### src/rtl/edge_count_meter_pkg.sv
// Shared constants and helpers for pin-measuring blocks.
package edge_count_meter_pkg;

  localparam int GATE_WIDTH_DEFAULT  = 22;
  localparam int COUNT_WIDTH_DEFAULT = 8;

  // Largest value representable in 'width' bits (all ones).
  function automatic logic [31:0] sat_max(input int unsigned width);
    return (32'd1 << width) - 32'd1;
  endfunction

endpackage

### src/rtl/edge_count_meter_input_sync_edge.sv
// Three-flop synchroniser for an asynchronous pin plus a one-cycle rising-edge pulse.
// A pin transition shows up on EDGE after two CLK edges.
module input_sync_edge (
  input  logic CLK,
  input  logic RESET,
  input  logic I,
  output logic EDGE
);

  logic s1;
  logic s2;
  logic s3;

  always_ff @(posedge CLK or posedge RESET) begin
    if (RESET) begin
      s1 <= 1'b0;
      s2 <= 1'b0;
      s3 <= 1'b0;
    end else begin
      s1 <= I;
      s2 <= s1;
      s3 <= s2;
    end
  end

  // s1 is the metastability stage; only s2/s3 feed logic.
  assign EDGE = s2 & ~s3;

endmodule

### src/rtl/edge_count_meter.sv
// Counts rising edges of an asynchronous pin over 2^GATE_WIDTH-clock windows and
// publishes the saturated count with a one-cycle VALID; the first window after reset is discarded.
module edge_count_meter
  import edge_count_meter_pkg::*;
#(
  parameter int GATE_WIDTH  = GATE_WIDTH_DEFAULT,
  parameter int COUNT_WIDTH = COUNT_WIDTH_DEFAULT
) (
  input  logic                   CLK,
  input  logic                   RESET,
  input  logic                   I,
  output logic [COUNT_WIDTH-1:0] O,
  output logic                   VALID,
  output logic                   OVF
);

  localparam logic [GATE_WIDTH-1:0]  GATE_MAX = GATE_WIDTH'(sat_max(GATE_WIDTH));
  localparam logic [COUNT_WIDTH-1:0] CNT_MAX  = COUNT_WIDTH'(sat_max(COUNT_WIDTH));

  logic                   edge_pulse;
  logic [GATE_WIDTH-1:0]  g;
  logic [COUNT_WIDTH-1:0] cnt;
  logic                   sat;
  logic                   first;
  logic                   wend;
  logic                   cnt_full;
  logic [COUNT_WIDTH-1:0] tot;

  input_sync_edge u_sync (
    .CLK   (CLK),
    .RESET (RESET),
    .I     (I),
    .EDGE  (edge_pulse)
  );

  assign wend     = (g == GATE_MAX);
  assign cnt_full = (cnt == CNT_MAX);
  // An edge on the closing cycle still belongs to the closing window.
  assign tot      = cnt_full ? CNT_MAX : cnt + COUNT_WIDTH'(edge_pulse);

  always_ff @(posedge CLK or posedge RESET) begin
    if (RESET) begin
      g     <= '0;
      cnt   <= '0;
      sat   <= 1'b0;
      first <= 1'b1;
      O     <= '0;
      VALID <= 1'b0;
      OVF   <= 1'b0;
    end else begin
      g     <= g + GATE_WIDTH'(1);
      VALID <= 1'b0;
      if (wend) begin
        // The window that started at reset release is partial, so it is dropped.
        if (first) begin
          first <= 1'b0;
        end else begin
          O     <= tot;
          OVF   <= sat | (cnt_full & edge_pulse);
          VALID <= 1'b1;
        end
        cnt <= '0;
        sat <= 1'b0;
      end else if (edge_pulse) begin
        if (cnt_full) begin
          sat <= 1'b1;
        end else begin
          cnt <= cnt + COUNT_WIDTH'(1);
        end
      end
    end
  end

endmodule
### config.mk
export PLATFORM = sky130hd
export DESIGN_NAME = edge_count_meter
export DESIGN_NICKNAME = d
export VERILOG_FILES = /design/src/rtl/edge_count_meter_pkg.sv /design/src/rtl/edge_count_meter_input_sync_edge.sv /design/src/rtl/edge_count_meter.sv
export SDC_FILE = /design/constraint.sdc
export NUM_CORES = 1
export LEC_CHECK = 0
export ABC_AREA = 1
export CAP_MARGIN = 20
export CORE_MARGIN = 2
export CORE_UTILIZATION = 59
export CTS_BUF_LIST = sky130_fd_sc_hd__clkbuf_16
export DETAILED_ROUTE_END_ITERATION = 10
export PLACE_DENSITY = 0.79
export SYNTH_ARGS = -nofsm -noshare
export SYNTH_HDL_FRONTEND = slang
export SYNTH_HIERARCHICAL = 1
export SYNTH_SLANG_ARGS = --single-unit
### constraint.sdc
create_clock -name CLK -period 2.2 [get_ports CLK]
set_clock_uncertainty 0.1 [all_clocks]
set_input_delay 0.33 -clock CLK [delete_from_list [all_inputs] [get_ports CLK]]
set_output_delay 0.33 -clock CLK [all_outputs]
set_load 0.03 [all_outputs]
==> Word-level counts from Yosys, hierarchy flattened <==
Index checks and enable logic that the tools add are counted.
{ "word_totals": {"regBits": 45, "inputBits": 3, "out_inout_bits": 10, "elab_cells": 35} }
{ "op_classes": {"add_sub_neg": 3, "eq_ne": 3, "muxes": 9, "n_bitwise": 5, "reduce_logical": 5} }
{ "op_table": {"columns": ["cell", "count"], "rows": [
  ["8-bit two-way mux", 4],
  ["22-bit by 1-bit adder with 22-bit output (second input constant)", 1],
  ["22-bit equality test (second input constant)", 1],
  ["8-bit by 1-bit adder with 8-bit output", 1],
  ["8-bit by 1-bit adder with 8-bit output (second input constant)", 1],
  ["8-bit equality test (second input constant)", 1],
  ["2-bit AND reduction", 3],
  ["1-bit two-way mux", 5],
  ["2-bit nonzero test", 2],
  ["1-bit bitwise AND", 2],
  ["2-bit inequality test (second input constant)", 1],
  ["1-bit NOT", 2],
  ["1-bit OR", 1]
]} }

==> Depth between registers and ports, before layout <==
{ "depth": {"ltp_word": 4, "depth_mapped": 11, "ltp_nobuf": 11} }

==> Modules after synthesis <==
The synthesis kept the hierarchy.
{ "by_module_without_submodules": {"columns": ["mod", "instances", "cells_each", "area_per_inst_um2", "seq_area_each_um2"], "rows": [
  ["edge_count_meter", 1, 289, 2248.4, 1052.3],
  ["input_sync_edge", 1, 6, 88.8, 75.1]
]} }

==> Worst setup path after synthesis <==
No wires, ideal clock.
{ "synth_path": {"path_kind": "flip-flop to flip-flop", "from": "register g[0]", "to": "register cnt[2]", "setup_ns": 0.120, "arrival_time_ns": 1.303, "required_time_ns": 1.980, "path_slack_ns": 0.677, "stages_incl_launch_ff": 9, "path_buffers": 0, "synth_period_minus_slack_ns": 1.523, "path_cell_list": "dfrtp_1 > ha_1 > nand2_1 > nor2_2 > nand2_2 > nor2_4 > nand2_1 > o21ai_0 > nor2_1"} }
{ "synth_via": {"elab_chain_len": 3, "word_cells_on_any_way": 5, "cone_classes": "eq/ne: 2; mux: 1; reduce/logical: 2"} }
{ "synth_lines": {"columns": ["item", "line", "text"], "rows": [
  ["start: declaration", "edge_count_meter.sv:21", "logic [GATE_WIDTH-1:0] g;"],
  ["start signal: assignment", "edge_count_meter.sv:51", "g <= g + GATE_WIDTH'(1);"],
  ["22-bit equality test *", "edge_count_meter.sv:36", "assign wend = (g == GATE_MAX);"],
  ["2-bit inequality test (no source line) or 2-bit nonzero test (tied branches)", null, null],
  ["2-bit AND reduction (no source line)", null, null],
  ["end signal: assignment", "edge_count_meter.sv:68", "cnt <= cnt + COUNT_WIDTH'(1);"],
  ["end: declaration", "edge_count_meter.sv:22", "logic [COUNT_WIDTH-1:0] cnt;"]
]} }
Mark *: on every way between the ends. The rest lies on a longest branch, timed or not.
A chain may end at the register's enable or synchronous reset.

==> Worst setup path in the final report <==
{ "layout_path": {"from": "register cnt[0]", "to": "register cnt[4]"} }
{ "layout_via": {"elab_chain_len": 4, "word_cells_on_any_way": 7, "cone_classes": "add/sub: 1; eq/ne: 2; mux: 3; reduce/logical: 1"} }
{ "layout_lines": {"columns": ["item", "line", "text"], "rows": [
  ["8-bit by 1-bit adder with 8-bit output", "edge_count_meter.sv:68", null],
  ["8-bit two-way mux", "edge_count_meter.sv:65", "if (cnt_full) begin"],
  ["8-bit two-way mux", "edge_count_meter.sv:64", "end else if (edge_pulse) begin"],
  ["8-bit two-way mux", "edge_count_meter.sv:53", "if (wend) begin"]
]} }
Several ways; a longest one is shown, not always the timed one. The select of a mux whose other input is x is not followed.

==> metrics.md <==
| Metric | Value |
|---|---|
| Number of instances in the synthesized netlist | `just under 300` |
| Pin count of the biggest net entering global routing | `43` |
| Iter 0 DRT Violations | `156` |
| Die area | `0.00448 mm2` |
| Most frequent cells in the layout | `sky130_fd_sc_hd__nand2_1, sky130_fd_sc_hd__dfrtp_1, sky130_fd_sc_hd__inv_1` |
| Number of cells upsized or downsized after cts | `0` |
| Area of all placed cells without fillers | `0.00267 mm2` |
| Worst path required time | `about 2300 ps` |
| Clock root cell | `sky130_fd_sc_hd__clkbuf_16` |
| Setup Slack @ Placement | `approximately 380 ps` |
| Number of non-filler instances in the completed layout | `360` |
| Number of flip-flops in the largest register | `22` |
| Crit path kind | `register to register` |
| LEAKAGE | `about 1.3 nW` |
| Via-to-Cell Ratio | `5.27` |
| Final global-route overflow total | `0` |
| DRC | `0` |
| Number of global-route vias before repair | `1788` |
| Final-report hold violation count | `0` |
| Sequential-to-total area share from yosys stat | `0.482` |
| Signed area change from the synthesized netlist to the final layout | `14.0%` |
| Clock Path Buffers | `2` |
| Share of final-layout standard cells stronger than drive strength 1 | `0.0609` |
| Commonest non-fill, non-tap cell in the layout | `sky130_fd_sc_hd__nand2_1` |
| Wire length of the first global-routing pass | `between 7000 and 8000 um` |
| Post-route worst setup slack | `296 ps` |
| Mapped cell area | `0.00234 mm2` |
| Overall die height | `about 67 um` |
| Combined flip-flop and latch cell area | `between 0.001 and 0.0015 mm2` |
| Number of port buffers | `12` |
| WP data arrival | `between 2000 and 2500 ps` |
| GR Util All Layers | `0.234` |
| Ratio of final minimum period to clock period | `0.866` |
| IO Count | `13` |
| Number of iterations in the first detailed-routing pass | `6` |
| Overall via count from detail_route | `1897` |
| Post-route ant nets | `0` |
| Post-route setup TNS | `0 ps` |
| Number of instances in the placed design | `352` |
| Final net count | `318` |
| FF-to-FF Start | `cnt[0]` |
| Area after detailed placement | `~0.0025 mm2` |
| Number of cells on the worst reg-to-reg path | `8` |
| Clock-pin slew reported for the worst setup and hold paths after clock tree synthesis | `around 60 ps` |
| Tightest Pin Transition | `between 500 and 600 ps` |
| Final-report max-slew violation count | `0` |
| Final design utilization | `0.712` |
| CTS sink cnt | `45` |
| Initial core utilization | `0.624` |
| Post-route worst hold slack | `130 ps` |
| Largest registers | `g: 22 flops, O: 8 flops, cnt: 8 flops` |
| Total CTS buffers | `5` |
| Element type at the critical path end | `register` |
| Drt wl/cell | `approximately 13 um` |
| Synthesis warning total | `6` |
| Half-perimeter wire length after detailed placement | `~3200 um` |
| H-tree level count | `2` |
| N_diodes | `0` |
| CORE AREA | `between 0.003 and 0.004 mm2` |
| Classification of the worst-slack hold path | `input port to asynchronous set/reset pin` |
| Number of antenna violations at the first check in global routing | `0` |
| Register bank with the most flops | `g` |
| Result of the run | `finished clean` |
| Net count of the mapped netlist | `302` |
| PwrDens | `roughly 800 mW/mm2` |
| Reg-to-reg slack, setup | `roughly 300 ps` |
| Number of buffers added for setup after CTS | `0` |
| Fill cell total of the finished layout | `between 300 and 400` |
| Worst R2R End | `cnt[4]` |
| Slew margin rel. | `0.652` |
| Standard-cell row count | `22` |
| Unrepaired setup endpoints after global routing | `no` |
| Weighted congestion reported at the end of routability-driven placement | `0.908` |
| Multi-input gate area | `between 0.001 and 0.0015 mm2` |
| Total of hold buffers inserted after clock tree synthesis | `0` |
| Number of storage elements in the synthesis netlist | `45` |
| Post-layout power | `2.13 mW` |
| Final routed wirelength across all metal layers | `roughly 4500 um` |
| Upper clock frequency limit | `between 500 and 600 MHz` |
| CP Launch Type | `register` |
| Number of unique standard cell types used by synthesis | `24` |
| Die width | `roughly 67 um` |
| CTS tree | `yes` |
| Clk Latency, worst-skew pair | `280 ps` |
| Maximum resistive drop on vdd | `~600 uV` |
| Mean instance size in the synthesized netlist | `7.92 um2` |
| Final setup violation count | `0` |
| Max-capacitance violation count | `0` |
| Time the final worst path needs with I/O delays and setup | `1900 ps` |
| Maximum fanout along the worst path | `15` |
[worst max-delay path: stages (launching register included)]
cell and delay [ps]:
sky130_fd_sc_hd__dfrtp_1 420, sky130_fd_sc_hd__ha_1 240, sky130_fd_sc_hd__inv_1 60, sky130_fd_sc_hd__nor2_1 50, sky130_fd_sc_hd__nand2_1 350, sky130_fd_sc_hd__nand2_1 210
sky130_fd_sc_hd__o21ai_0 240, sky130_fd_sc_hd__nand2_1 80, sky130_fd_sc_hd__nor2_1 80
[area by class of cell]
cell class,count,share of cell area
Tap cell,48,0.0225
Sequential cell,45,0.423
Timing Repair Buffer,14,0.0507
Multi-Input combinational cell,205,0.386
Clock inverter,3,0.0141
Inverter,40,0.0563
Clock buffer,5,0.0469
[synth_stat cells (all sizes together)]
master / instances / area share
buf: 4 / 0.011
clkbuf: 1 / 0.0016
o21ai: 8 / 0.017
xor2: 14 / 0.052
dfrtp: 44 / 0.47
dfstp: 1 / 0.011
o21bai: 1 / 0.0032
ha: 4 / 0.021
inv: 40 / 0.064
a21oi: 1 / 0.0021
nand3b: 2 / 0.0064
nand2: 88 / 0.14
nand3: 30 / 0.070
nor2: 43 / 0.078
nor3: 8 / 0.027
nand4: 2 / 0.0054
xnor2: 4 / 0.015
[report_power, final]
part,leakage (nW),total (mW),switching (mW),internal (mW)
registers,0.590,0.979,0.0920,0.887
logic,0.659,0.327,0.209,0.118
clock network,0.0826,0.821,0.294,0.527
[cells by family after synthesis]
| kind of cell | count (synthesis) | synth area share |
|---|---|---|
| AO/OA/AOI/OAI | 10 | 0.0225 |
| XOR/XNOR | 18 | 0.0675 |
| AND/OR/NAND/NOR | 173 | 0.329 |
| adder cells (fa/ha/maj) | 4 | 0.0214 |
| buffers and inverters | 45 | 0.0771 |
| flip-flops | 45 | 0.482 |
[worst max-delay path by stage]
stage                     startpoint     end  slack, ps  cells past startpoint
after floorplan                 g[0]  cnt[2]        680                      8
after global placement        cnt[0]  cnt[7]        410                      9
after detailed placement      cnt[0]  cnt[7]        380                      9
after CTS                     cnt[0]  cnt[7]        360                      9
after global routing          cnt[0]  cnt[7]        220                      9
final                         cnt[0]  cnt[4]        300                      8
[metal layers]
metal	track usage	wire length, um	vias to the layer above
met5	0	0	-
met4	0.0689	58	0
met3	0.0541	293	6
met2	0.374	2000	79
met1	0.318	2160	870
li1	-	-	942
No activity file was read; power rests on OpenSTA's default activity.
